File: src/rtl/rand_pkg.sv
// Shared types and helpers for the bounded random sampler.
//   rand_bounded_state_t : FSM state encoding (IDLE, CALC, RUN)
//   mask_for()           : smallest all-ones mask covering every value below bound
package rand_pkg;

    typedef enum logic [1:0] {IDLE, CALC, RUN} rand_bounded_state_t;

    // Returns 2**ceil(log2(bound)) - 1. bound=1 yields 0, so the only
    // candidate is 0. The bit-smear fills every bit below the MSB of bound-1.
    function automatic logic [31:0] mask_for(input logic [31:0] bound);
        logic [31:0] m;
        m = bound - 32'd1;
        m = m | (m >> 1);
        m = m | (m >> 2);
        m = m | (m >> 4);
        m = m | (m >> 8);
        m = m | (m >> 16);
        return m;
    endfunction

endpackage

File: src/rtl/rand_bounded.sv
// rand_bounded: turns a raw PRNG word stream into uniform integers in
// [0, bound) using mask-and-reject sampling, with a valid/ready output.
//
// Ports:
//   clk, reset            clock, asynchronous active-high reset
//   rand_in/rand_valid    PRNG word and its valid flag (dropped if !rand_ready)
//   rand_ready            block consumes rand_in this cycle
//   bound/bound_load      exclusive upper limit (1..2**OUT_WIDTH), latched on pulse
//   bound_err             last bound_load carried bound=0
//   out_data/out_valid    sample and its valid flag
//   out_ready             sink accepts out_data
//   reject_count          saturating count of rejected candidates
//
// Optional feature: define RAND_BOUNDED_REJECT_COUNT_EN to build the reject
// counter; otherwise reject_count is tied to 0.
module rand_bounded
    import rand_pkg::*;
#(
    parameter int WIDTH     = 4,
    parameter int OUT_WIDTH = 4
) (
    input  logic                 clk,
    input  logic                 reset,
    input  logic [WIDTH-1:0]     rand_in,
    input  logic                 rand_valid,
    output logic                 rand_ready,
    input  logic [OUT_WIDTH:0]   bound,
    input  logic                 bound_load,
    output logic                 bound_err,
    output logic [OUT_WIDTH-1:0] out_data,
    output logic                 out_valid,
    input  logic                 out_ready,
    output logic [15:0]          reject_count
);

    rand_bounded_state_t  state;
    logic [OUT_WIDTH:0]   bound_q;
    logic [OUT_WIDTH-1:0] mask_q;
    logic [OUT_WIDTH-1:0] cand;
    logic                 accept;
    logic                 take;

    // Ready only in RUN and only when the output slot is empty or being drained.
    assign rand_ready = (state == RUN) && (!out_valid || out_ready);

    // A bound_load overrides any take on the same cycle.
    assign take   = rand_valid && rand_ready && !bound_load;
    assign cand   = rand_in[OUT_WIDTH-1:0] & mask_q;
    assign accept = ({1'b0, cand} < bound_q);

    always_ff @(posedge clk or posedge reset) begin
        if (reset) begin
            state     <= IDLE;
            out_valid <= 1'b0;
            out_data  <= '0;
            bound_err <= 1'b0;
            bound_q   <= '0;
            mask_q    <= '0;
        end else if (bound_load) begin
            // Any pending sample is discarded on reload.
            out_valid <= 1'b0;
            if (bound != '0) begin
                bound_q   <= bound;
                bound_err <= 1'b0;
                state     <= CALC;
            end else begin
                bound_err <= 1'b1;
                state     <= IDLE;
            end
        end else begin
            case (state)
                IDLE: ;
                CALC: begin
                    mask_q <= OUT_WIDTH'(mask_for(32'(bound_q)));
                    state  <= RUN;
                end
                RUN: begin
                    if (take && accept) begin
                        out_data  <= cand;
                        out_valid <= 1'b1;
                    end else if (out_ready) begin
                        // Held sample popped (or slot already empty) with nothing new.
                        out_valid <= 1'b0;
                    end
                end
                default: state <= IDLE;
            endcase
        end
    end

`ifdef RAND_BOUNDED_REJECT_COUNT_EN
    logic [15:0] reject_q;

    always_ff @(posedge clk or posedge reset) begin
        if (reset) begin
            reject_q <= '0;
        end else if (bound_load) begin
            if (bound != '0) begin
                reject_q <= '0;
            end
        end else if (take && !accept && (reject_q != 16'hFFFF)) begin
            reject_q <= reject_q + 16'd1;
        end
    end

    assign reject_count = reject_q;
`else
    assign reject_count = 16'd0;
`endif

endmodule

File: config.mk
export PLATFORM = sky130hd
export DESIGN_NAME = rand_bounded
export DESIGN_NICKNAME = d
export VERILOG_FILES = /design/src/rtl/rand_pkg.sv /design/src/rtl/rand_bounded.sv
export SDC_FILE = /design/constraint.sdc
export NUM_CORES = 1
export LEC_CHECK = 0
export ABC_AREA = 1
export CORE_ASPECT_RATIO = 1.5
export CORE_MARGIN = 2
export CORE_UTILIZATION = 35
export CTS_CLUSTER_SIZE = 24
export DETAILED_ROUTE_END_ITERATION = 10
export SLEW_MARGIN = 20
export SYNTH_ARGS = -nofsm -noshare
export SYNTH_HDL_FRONTEND = slang
export SYNTH_SLANG_ARGS = --single-unit
File: constraint.sdc
create_clock -name clk -period 3.3 [get_ports clk]
set_input_delay 0.33 -clock clk [delete_from_list [all_inputs] [get_ports clk]]
set_output_delay 0.33 -clock clk [all_outputs]
set_load 0.01 [all_outputs]
==> qor.txt, run 1 <==
Status = finished clean
Proportion of layout cells with a drive suffix above 1 = 8.280%
Worst r2r src = bound_q[2]$_DFFE_PP0P_
WHS = 0.4659 ns
Later-pin clock latency in the skew report = 0.25 ns
Met1 usage = 12.43%
Via count = 843
Sw Share = 30.67%
Final Hold Fails = 0
Initial core utilization = 36.37%
CTS Buf Count = 3
Minimum clock period = 1.982 ns
Slew HR = 56.14%
Most instantiated library cell after synthesis = nand2_1
Layout Skew = 0.003788 ns
Worst R2R Setup Slack = 1.78 ns
Vias per cell = 4.301
Pin count of the biggest net entering global routing = 18
Die Ht = 71.04 µm
Post-DR wirelength/cell = 9.816 µm
Rows = 24
Fin crit share = 60.06%
First-pass GRT wire length = 3415 µm
H-Tree Depth = 1
Req. time, crit path = 2.97 ns
YS warnings = 0
Placement Setup Slack = 1.315 ns
Cell area after layout = 0.001279 mm²
Port bufs = 20
Initial antenna violation count = 0
Gr busiest metal = met2
Chip Width = 48.69 µm
Num ports = 37
Ant diodes = 0
Die area = 0.003459 mm²
Max Cap Violations = 0
Leak = 0.0006913 µW
Area grow syn2layout = 21.96%
Post-route ant nets = 0
Nets = 177
Cell Area, Placed = 0.001234 mm²
Slew at the pin closest to its max-slew limit = 0.6572 ns
Switch Pwr = 181.8 µW
Seq/Total Area, Yosys = 40.57%
Critical R2R Capture = out_data[2]$_DFFE_PP0P_
Synth area leaders = dfrtp_1, nand2_1, buf_4
Comb pwr share = 29.0%
Post-CTS Setup Bufs = 0
CTS tree = built
CP Capture Type = output port
Final Max Tran Viols = 0
Setup ws final = 1.318 ns
Cell variety after synth = 20
Post-DP HPWL = 1600 µm
Top_reg_cell synth = dfrtp_1
FF+latch count, synth = 17
Fmax achieved = 504.5 MHz
Routed WL = 1924 µm
Flop pwr share = 44.8%
R2r worst-path depth = 8
Post-synth EDFFs = 0
Area leader, netlist = dfrtp_1
RSZ-0062 raised after global routing = no
HP Class = primary input to async pin
GP Congestion = 0.7366
Worst-case clock buffer depth = 2
Final setup fails = 0
CTS root buf = clkbuf_8
Vias in the first global route = 846
Crit start category = primary input
Crit path max fanout = 2
Clock group share of total power = 26.2%
CP startpoint = out_ready
Crit Path Class = primary input to output port
Met2 Usage GRT = 24.66%
Clk sinks = 17
Met3 usage = 2.743%
Post-synthesis async set-or-reset flop share = 100.0%
P_int = 411.1 µW
# hold bufs at CTS = 0
Power per cell area = 463.7 mW/mm²
Commonest cells in the netlist = nand2_1, inv_1, dfrtp_1
TNS Setup = 0 ns
Critical path data arrival time = 1.65 ns
Netlist Area Pre-Place = 0.001049 mm²
Clk slew on worst S/H paths = 0.07 ns
Syn_area_per_cell = 7.825 µm²
First-pass DRT Iterations = 4
IR Drop Worst-Case VDD = 0.2835 mV
GRT Total Usage = 12.83%
Core ar. = 0.002883 mm²
Post-synth top area share = 40.57%
Total global routing overflow = 0
# DRC = 0
Post-Synthesis Cells = 134
Initial drt markers = 19
Post-cts sizing count = 0
worst max path at each step:
stage	end	slack (ns)	cells past startpoint
after CTS	rand_ready	1.31	6
final	rand_ready	1.32	6
after detailed placement	rand_ready	1.31	6
after global placement	rand_ready	1.38	6
after floorplan	out_data[1]$_DFFE_PP0P_	1.93	8
after global routing	rand_ready	1.28	6
power groups by stage:
stage          sequential, µW  clock (µW)  combinational (µW)
2_1_floorplan             274           0                 108
3_3_place_gp              269           0                 170
3_5_place_dp              270           0                 174
4_1_cts                   266         160                 174
5_1_grt                   271         168                 195
6_report                  266         155                 172
flip-flops by register name (all words and copies together) (netlist names):
signal and flops:
state 2, mask_q 4, bound_err 1, out_data 4, out_valid 1, bound_q 5
stage by stage:
stage | utilization (%) | cells | power [µW]
CTS | 44.36 | 196 | 601.2
floorplan | - | 149 | 382.2
finish | 44.36 | 196 | 592.9
global placement | 42.80 | 192 | 438.6
detailed placement | 42.80 | 192 | 443.8
global route | 44.36 | 196 | 634.2
kinds of logic after synthesis:
| logic type | after synthesis | share of synthesized area, % |
|---|---|---|
| buffers and inverters | 36 | 18.62 |
| other | 1 | 0.3577 |
| DFF | 17 | 40.57 |
| xor gates and xnor gates | 1 | 0.8355 |
| AOI/OAI and AO/OA | 8 | 5.012 |
| and+or+nand+nor | 66 | 28.64 |
| adders and majority gates | 5 | 5.967 |
cell type report:
cell class	count	area, µm²
Inverter	20	75.07
Fill cell	323	1604
Multi-Input combinational cell	96	484.2
Clock buffer	4	45.04
Sequential cell	17	425.4
Timing Repair Buffer	20	200.2
Tap cell	39	48.80
per-layer routing:
layer | vias up | routed length (µm)
met1 | 378 | 687
li1 | 436 | -
met3 | 5 | 94
met4 | 0 | 42
met2 | 24 | 1101
met5 | - | 0
placed cells by master, fill, tap and decap left out:
master	instances
nand3_2	2
clkdlybuf4s50_1	20
o211ai_1	1
nor3_1	1
nand2_2	2
o21bai_2	1
o21ai_0	5
nand4_1	4
nor2_4	1
clkbuf_8	3
conb_1	16
dfrtp_1	17
xor2_1	1
nor2_1	6
o21ai_2	1
inv_1	18
nand3_1	7
inv_2	2
clkbuf_1	1
nand3b_2	1
ha_1	5
nand2_1	42
critical path, cell delays in order:
cell and delay (ns):
clkdlybuf4s50_1 0.46, inv_1 0.05, nand2_1 0.05, nand3_1 0.12, inv_1 0.10, clkdlybuf4s50_1 0.55
(Power assumes the default switching activity.)
==> inputs of run 2 (changes only) <==
- clock period: 3.3 -> 2 ns (I/O delays scaled with it)
==> run 2 against run 1 <==
Net effect:
- flip-flop and latch count did not move
- design area did not move
- setup slack got worse by 1.0 ns
- combinational power rose by 65%
- clock power rose by 68%
==> qor.txt, run 2 (synthesis gave the netlist of run 1 again) <==
# DRC = 0 (unchanged)
Cell Area, Placed = 0.001234 mm² (unchanged)
Worst-case clock buffer depth = 2 (unchanged)
H-Tree Depth = 1 (unchanged)
First-pass DRT Iterations = 6 (was 4)
Layout Skew = 0.005614 ns (was 0.003788 ns)
Slowest CP cell = clkdlybuf4s50_1 (unchanged)
Worst R2R Setup Slack = 0.49 ns (was 1.78 ns)
TNS Setup = 0 ns (unchanged)
Fin crit share = 84.22%
CP bufs+invs = 4 (unchanged)
CTS tree = built (unchanged)
Largest register FFs = 5 (unchanged)
Initial core utilization = 36.37% (unchanged)
Core ar. = 0.002883 mm² (unchanged)
Total global routing overflow = 0 (unchanged)
Crit path max fanout = 2 (unchanged)
Critical path data arrival time = 1.48 ns (was 1.65 ns)
Initial antenna violation count = 0 (unchanged)
CP Capture Type = output port (unchanged)
Vias in the first global route = 793 (was 846)
Worst r2r src = bound_q[2]$_DFFE_PP0P_ (unchanged)
Power per cell area = 770.0 mW/mm² (was 463.7 mW/mm²)
Cell area after layout = 0.001279 mm² (unchanged)
Post-route ant nets = 0 (unchanged)
Most common cell after layout, fill and taps aside = nand2_1 (unchanged)
CTS root buf = clkbuf_8 (unchanged)
R2r worst-path depth = 8 (unchanged)
Cell count along the critical path = 6 (unchanged)
Fillers = 311 (was 323)
Slew HR = 57.45% (was 56.14%)
Req. time, crit path = 1.80 ns (was 2.97 ns)
CP startpoint = out_ready (unchanged)
Rows = 24 (unchanged)
Pin count of the biggest net entering global routing = 18 (unchanged)
Leak = 0.0006913 µW (unchanged)
Clk slew on worst S/H paths = 0.07 ns (about the same)
Vias per cell = 4.383 (was 4.301)
Clock group share of total power = 26.4% (was 26.2%)
Critical R2R Capture = out_data[0]$_DFFE_PP0P_ (was out_data[2]$_DFFE_PP0P_)
Slowest stage delay, CP = 0.53 ns (was 0.55 ns)
Flop pwr share = 44.7% (was 44.8%)
Top Registers = bound_q (5), mask_q (4), out_data (4) (unchanged)
Total Power = 984.7 µW (was 592.9 µW)
HP Class = primary input to async pin (unchanged)
Crit path to = rand_ready (unchanged)
GP Congestion = 0.8051 (was 0.7366)
Routed WL = 1976 µm (was 1924 µm)
Final Hold Fails = 0 (unchanged)
Crit start category = primary input (unchanged)
Status = finished clean (unchanged)
Post-cts sizing count = 0 (unchanged)
Largest Register = bound_q (unchanged)
Post-DP HPWL = 1613 µm (was 1600 µm)
Chip Width = 48.69 µm (unchanged)
# hold bufs at CTS = 0 (unchanged)
Die Ht = 71.04 µm (unchanged)
Placed insts = 192 (unchanged)
Die area = 0.003459 mm² (unchanged)
Initial drt markers = 22 (was 19)
Num ports = 37 (unchanged)
Post-CTS Setup Bufs = 0 (unchanged)
Layout Cells excl Fill = 196 (unchanged)
Final setup fails = 0 (unchanged)
Comb pwr share = 28.8% (was 29.0%)
Minimum clock period = 1.684 ns
Sw Share = 31.15% (was 30.67%)
Post-DR wirelength/cell = 10.08 µm (was 9.816 µm)
Fmax achieved = 593.7 MHz
Area grow syn2layout = 21.96% (unchanged)
Final Max Tran Viols = 0 (unchanged)
IR Drop Worst-Case VDD = 0.3432 mV (was 0.2835 mV)
Worst path cell trace = clkdlybuf4s50_1 -> inv_1 -> nand2_1 -> nand3_1 -> inv_1 -> clkdlybuf4s50_1 (unchanged)
CTS Buf Count = 3 (unchanged)
Later-pin clock latency in the skew report = 0.25 ns (about the same)
RSZ-0062 raised after global routing = no (unchanged)
Max Cap Violations = 0 (unchanged)
Cell family with most CP delay = buffers and inverters (unchanged)
Via count = 859 (was 843)
Switch Pwr = 306.7 µW (was 181.8 µW)
Port bufs = 20 (unchanged)
Crit Path Class = primary input to output port (unchanged)
Proportion of layout cells with a drive suffix above 1 = 8.280% (unchanged)
Nets = 177 (unchanged)
First-pass GRT wire length = 3436 µm (was 3415 µm)
P_int = 678.0 µW (was 411.1 µW)
Clk sinks = 17 (unchanged)
Ant diodes = 0 (unchanged)
Slew at the pin closest to its max-slew limit = 0.6375 ns (was 0.6572 ns)
Most frequent cells in the layout = nand2_1, clkdlybuf4s50_1, inv_1, dfrtp_1, conb_1 (unchanged)
GRT Total Usage = 12.87% (was 12.83%)
[run 2: cell counts in the layout (fill, tap and decap cells not counted)]
No cell type changed its count.
[run 2: power by group through the flow]
stage / clock network (µW) / registers, µW / logic, µW
6_report: 260 / 441 / 284
5_1_grt: 278 / 449 / 321
4_1_cts: 262 / 441 / 287
3_5_place_dp: 0 / 448 / 285
3_3_place_gp: 0 / 446 / 280
2_1_floorplan: 0 / 452 / 178
[run 2: worst min path at each step]
| stage | slack [ns] | end | cells past startpoint |
|---|---|---|---|
| finish | 0.33 | mask_q[3]$_DFFE_PP0P_ | 2 |
| floorplan | 0.13 | bound_err$_DFFE_PP0P_ | 1 |
| global placement | 0.47 | mask_q[3]$_DFFE_PP0P_ | 2 |
| detailed placement | 0.47 | out_data[3]$_DFFE_PP0P_ | 2 |
| global route | 0.41 | mask_q[3]$_DFFE_PP0P_ | 2 |
| CTS | 0.36 | mask_q[3]$_DFFE_PP0P_ | 2 |
[run 2: cell type report]
cell class                 count  area [µm²]  area share [%]
tap                           39       48.80           3.816
clock buffer                   4       45.04           3.522
sequential                    17       425.4           33.27
multi-input combinational     96       484.2           37.87
inverter                      20       75.07           5.871
timing repair buffer          20       200.2           15.66
[run 2: through the flow]
step | hold slack [ns] | utilization (%) | setup WS [ns]
6_report | 0.3272 | 44.36 | 0.3156
5_1_grt | 0.4144 | 44.36 | 0.2460
4_1_cts | 0.3618 | 44.36 | 0.2956
3_5_place_dp | 0.4674 | 42.80 | 0.2678
3_3_place_gp | 0.4658 | 42.80 | 0.2794
2_1_floorplan | 0.1261 | - | 0.6339
[run 2: layer usage]
| layer | up-vias | wire [µm] | track usage (%) |
|---|---|---|---|
| met5 | - | 0 | 0 |
| met4 | 0 | 76 | 9.206 |
| met3 | 6 | 99 | 2.321 |
| met2 | 29 | 1049 | 22.53 |
| met1 | 386 | 751 | 13.77 |
| li1 | 438 | - | - |
==> inputs of run 3 (changes only) <==
- clock period: 2 -> 1.7 ns (I/O delays scaled with it)
==> run 3 against run 2 <==
Net effect:
- clock skew shrank 0.0050 ns
- sequential power grew 17%
- die area is the same
- clock power grew 20%
- clock-buffer cell count shrank 1
- final cell count grew 2.6%
- global-route usage grew 1.7 points
- via count grew 3.7%
- critical path type is now register to output port
==> qor.txt, run 3 (synthesis gave the netlist of run 1 again) <==
# DRC = 0 (unchanged)
HP Class = primary input to async pin (unchanged)
Later-pin clock latency in the skew report = 0.26 ns (was 0.25 ns)
# hold bufs at CTS = 0 (unchanged)
Fin crit share = 93.25%
Placed insts = 197 (was 192)
Post-CTS Setup Bufs = 0 (unchanged)
Via count = 891 (was 859)
Clk sinks = 17 (unchanged)
Clock group share of total power = 26.4% (about the same)
GP Congestion = 0.7553 (was 0.8051)
Worst-case clock buffer depth = 2 (unchanged)
Total global routing overflow = 0 (unchanged)
Initial core utilization = 36.37% (unchanged)
Routed WL = 2174 µm (was 1976 µm)
Worst R2R Setup Slack = 0.17 ns (was 0.49 ns)
RSZ-0062 raised after global routing = no (unchanged)
Clk slew on worst S/H paths = 0.07 ns (about the same)
Final Max Tran Viols = 0 (unchanged)
Switch Pwr = 376.9 µW (was 306.7 µW)
Crit Path Class = register to output port (was primary input to output port)
Post-cts sizing count = 0 (unchanged)
Cell area after layout = 0.001318 mm² (was 0.001279 mm²)
Cell Area, Placed = 0.001271 mm² (was 0.001234 mm²)
Most frequent cells in the layout = nand2_1, clkdlybuf4s50_1, inv_1, dfrtp_1, conb_1 (unchanged)
Ant diodes = 0 (unchanged)
Crit path max fanout = 3 (was 2)
Layout Cells excl Fill = 201 (was 196)
IR Drop Worst-Case VDD = 0.5422 mV (was 0.3432 mV)
Rows = 24 (unchanged)
Leak = 0.0007181 µW (was 0.0006913 µW)
Max Cap Violations = 0 (unchanged)
Post-DR wirelength/cell = 10.82 µm (was 10.08 µm)
Proportion of layout cells with a drive suffix above 1 = 11.73% (was 8.280%)
Post-DP HPWL = 1799 µm (was 1613 µm)
Comb pwr share = 30.1% (was 28.8%)
Die Ht = 71.04 µm (unchanged)
Initial antenna violation count = 0 (unchanged)
CTS tree = built (unchanged)
Port bufs = 20 (unchanged)
Status = finished clean (unchanged)
Vias per cell = 4.433 (was 4.383)
Fmax achieved = 630.8 MHz
Most common cell after layout, fill and taps aside = nand2_1 (unchanged)
Top Registers = bound_q (5), mask_q (4), out_data (4) (unchanged)
Nets = 182 (was 177)
Layout Skew = 0.0005863 ns (was 0.005614 ns)
Initial drt markers = 16 (was 22)
TNS Setup = 0 ns (unchanged)
Largest register FFs = 5 (unchanged)
First-pass DRT Iterations = 4 (was 6)
H-Tree Depth = 1 (unchanged)
Final setup fails = 0 (unchanged)
P_int = 806.5 µW (was 678.0 µW)
CP Capture Type = output port (unchanged)
Crit start category = register (was primary input)
Chip Width = 48.69 µm (unchanged)
Final Hold Fails = 0 (unchanged)
Minimum clock period = 1.585 ns
Flop pwr share = 43.5% (was 44.7%)
Power per cell area = 898.2 mW/mm² (was 770.0 mW/mm²)
Critical path data arrival time = 1.42 ns (was 1.48 ns)
Sw Share = 31.85% (was 31.15%)
Core ar. = 0.002883 mm² (unchanged)
Num ports = 37 (unchanged)
WHS = 0.2162 ns (was 0.3272 ns)
Area grow syn2layout = 25.66% (was 21.96%)
CTS root buf = clkbuf_8 (unchanged)
Req. time, crit path = 1.53 ns (was 1.80 ns)
Die area = 0.003459 mm² (unchanged)
Pin count of the biggest net entering global routing = 18 (unchanged)
Vias in the first global route = 901 (was 793)
First-pass GRT wire length = 3891 µm (was 3436 µm)
CTS Buf Count = 3 (unchanged)
Post-route ant nets = 0 (unchanged)
GRT Total Usage = 14.55% (was 12.87%)
Fillers = 312 (was 311)
Largest Register = bound_q (unchanged)
[run 3: cell types whose count changed in the layout (fill, tap and decap cells not counted), sizes merged]
cell / before / now
buf: 0 / 5
clkbuf: 4 / 3
clkinv: 0 / 1
[run 3: critical path, cell delays in order, from the launching register on]
cell and delay, ns:
dfrtp_1 0.41, nand2_1 0.07, nand3_1 0.08, inv_1 0.07
clkdlybuf4s50_1 0.52
[run 3: per-layer routing]
metal	part of all wire, %	GRT usage [%]
met2	57	27.70
met4	2.7	8.571
met1	35	15.09
met5	0	0
met3	5.3	1.477
[run 3: worst paths after layout]
kind	startpoint	endpoint	depth (start not counted)
worst max-delay path	out_valid$_DFFE_PP0P_	rand_ready	4
worst min-delay path	reset	state[0]$_DFFE_PP0P_	3
worst max register to register	mask_q[2]$_DFFE_PP0P_	out_data[0]$_DFFE_PP0P_	9
worst min register to register	out_data[3]$_DFFE_PP0P_	out_data[3]$_DFFE_PP0P_	2
max in group asynchronous	reset	mask_q[2]$_DFFE_PP0P_	3
min in group clk	bound[3]	bound_q[3]$_DFFE_PP0P_	3
[run 3: stage by stage]
step	util (%)	setup WS, ns	power [µW]
floorplan	-	0.3339	741.8
global placement	44.10	0.02169	870.2
detailed placement	44.10	-0.04445	880.8
CTS	45.70	0.09855	1192
global route	45.70	0.04109	1265
finish	45.70	0.1148	1183
[run 3: cell type report]
type	count	area, µm²	area share, %
timing repair buffer	25	237.7	18.04
multi-input combinational	96	484.2	36.75
sequential	17	425.4	32.29
clock buffer	3	41.29	3.134
inverter	20	75.07	5.698
tap	39	48.80	3.704
clock inverter	1	5.005	0.3799
[run 3: power groups by stage]
stage / combinational (µW) / clock [µW] / sequential [µW]
floorplan: 210 / 0 / 532
detailed placement: 358 / 0 / 523
finish: 356 / 313 / 515
global placement: 348 / 0 / 522
global route: 408 / 334 / 523
CTS: 360 / 317 / 516
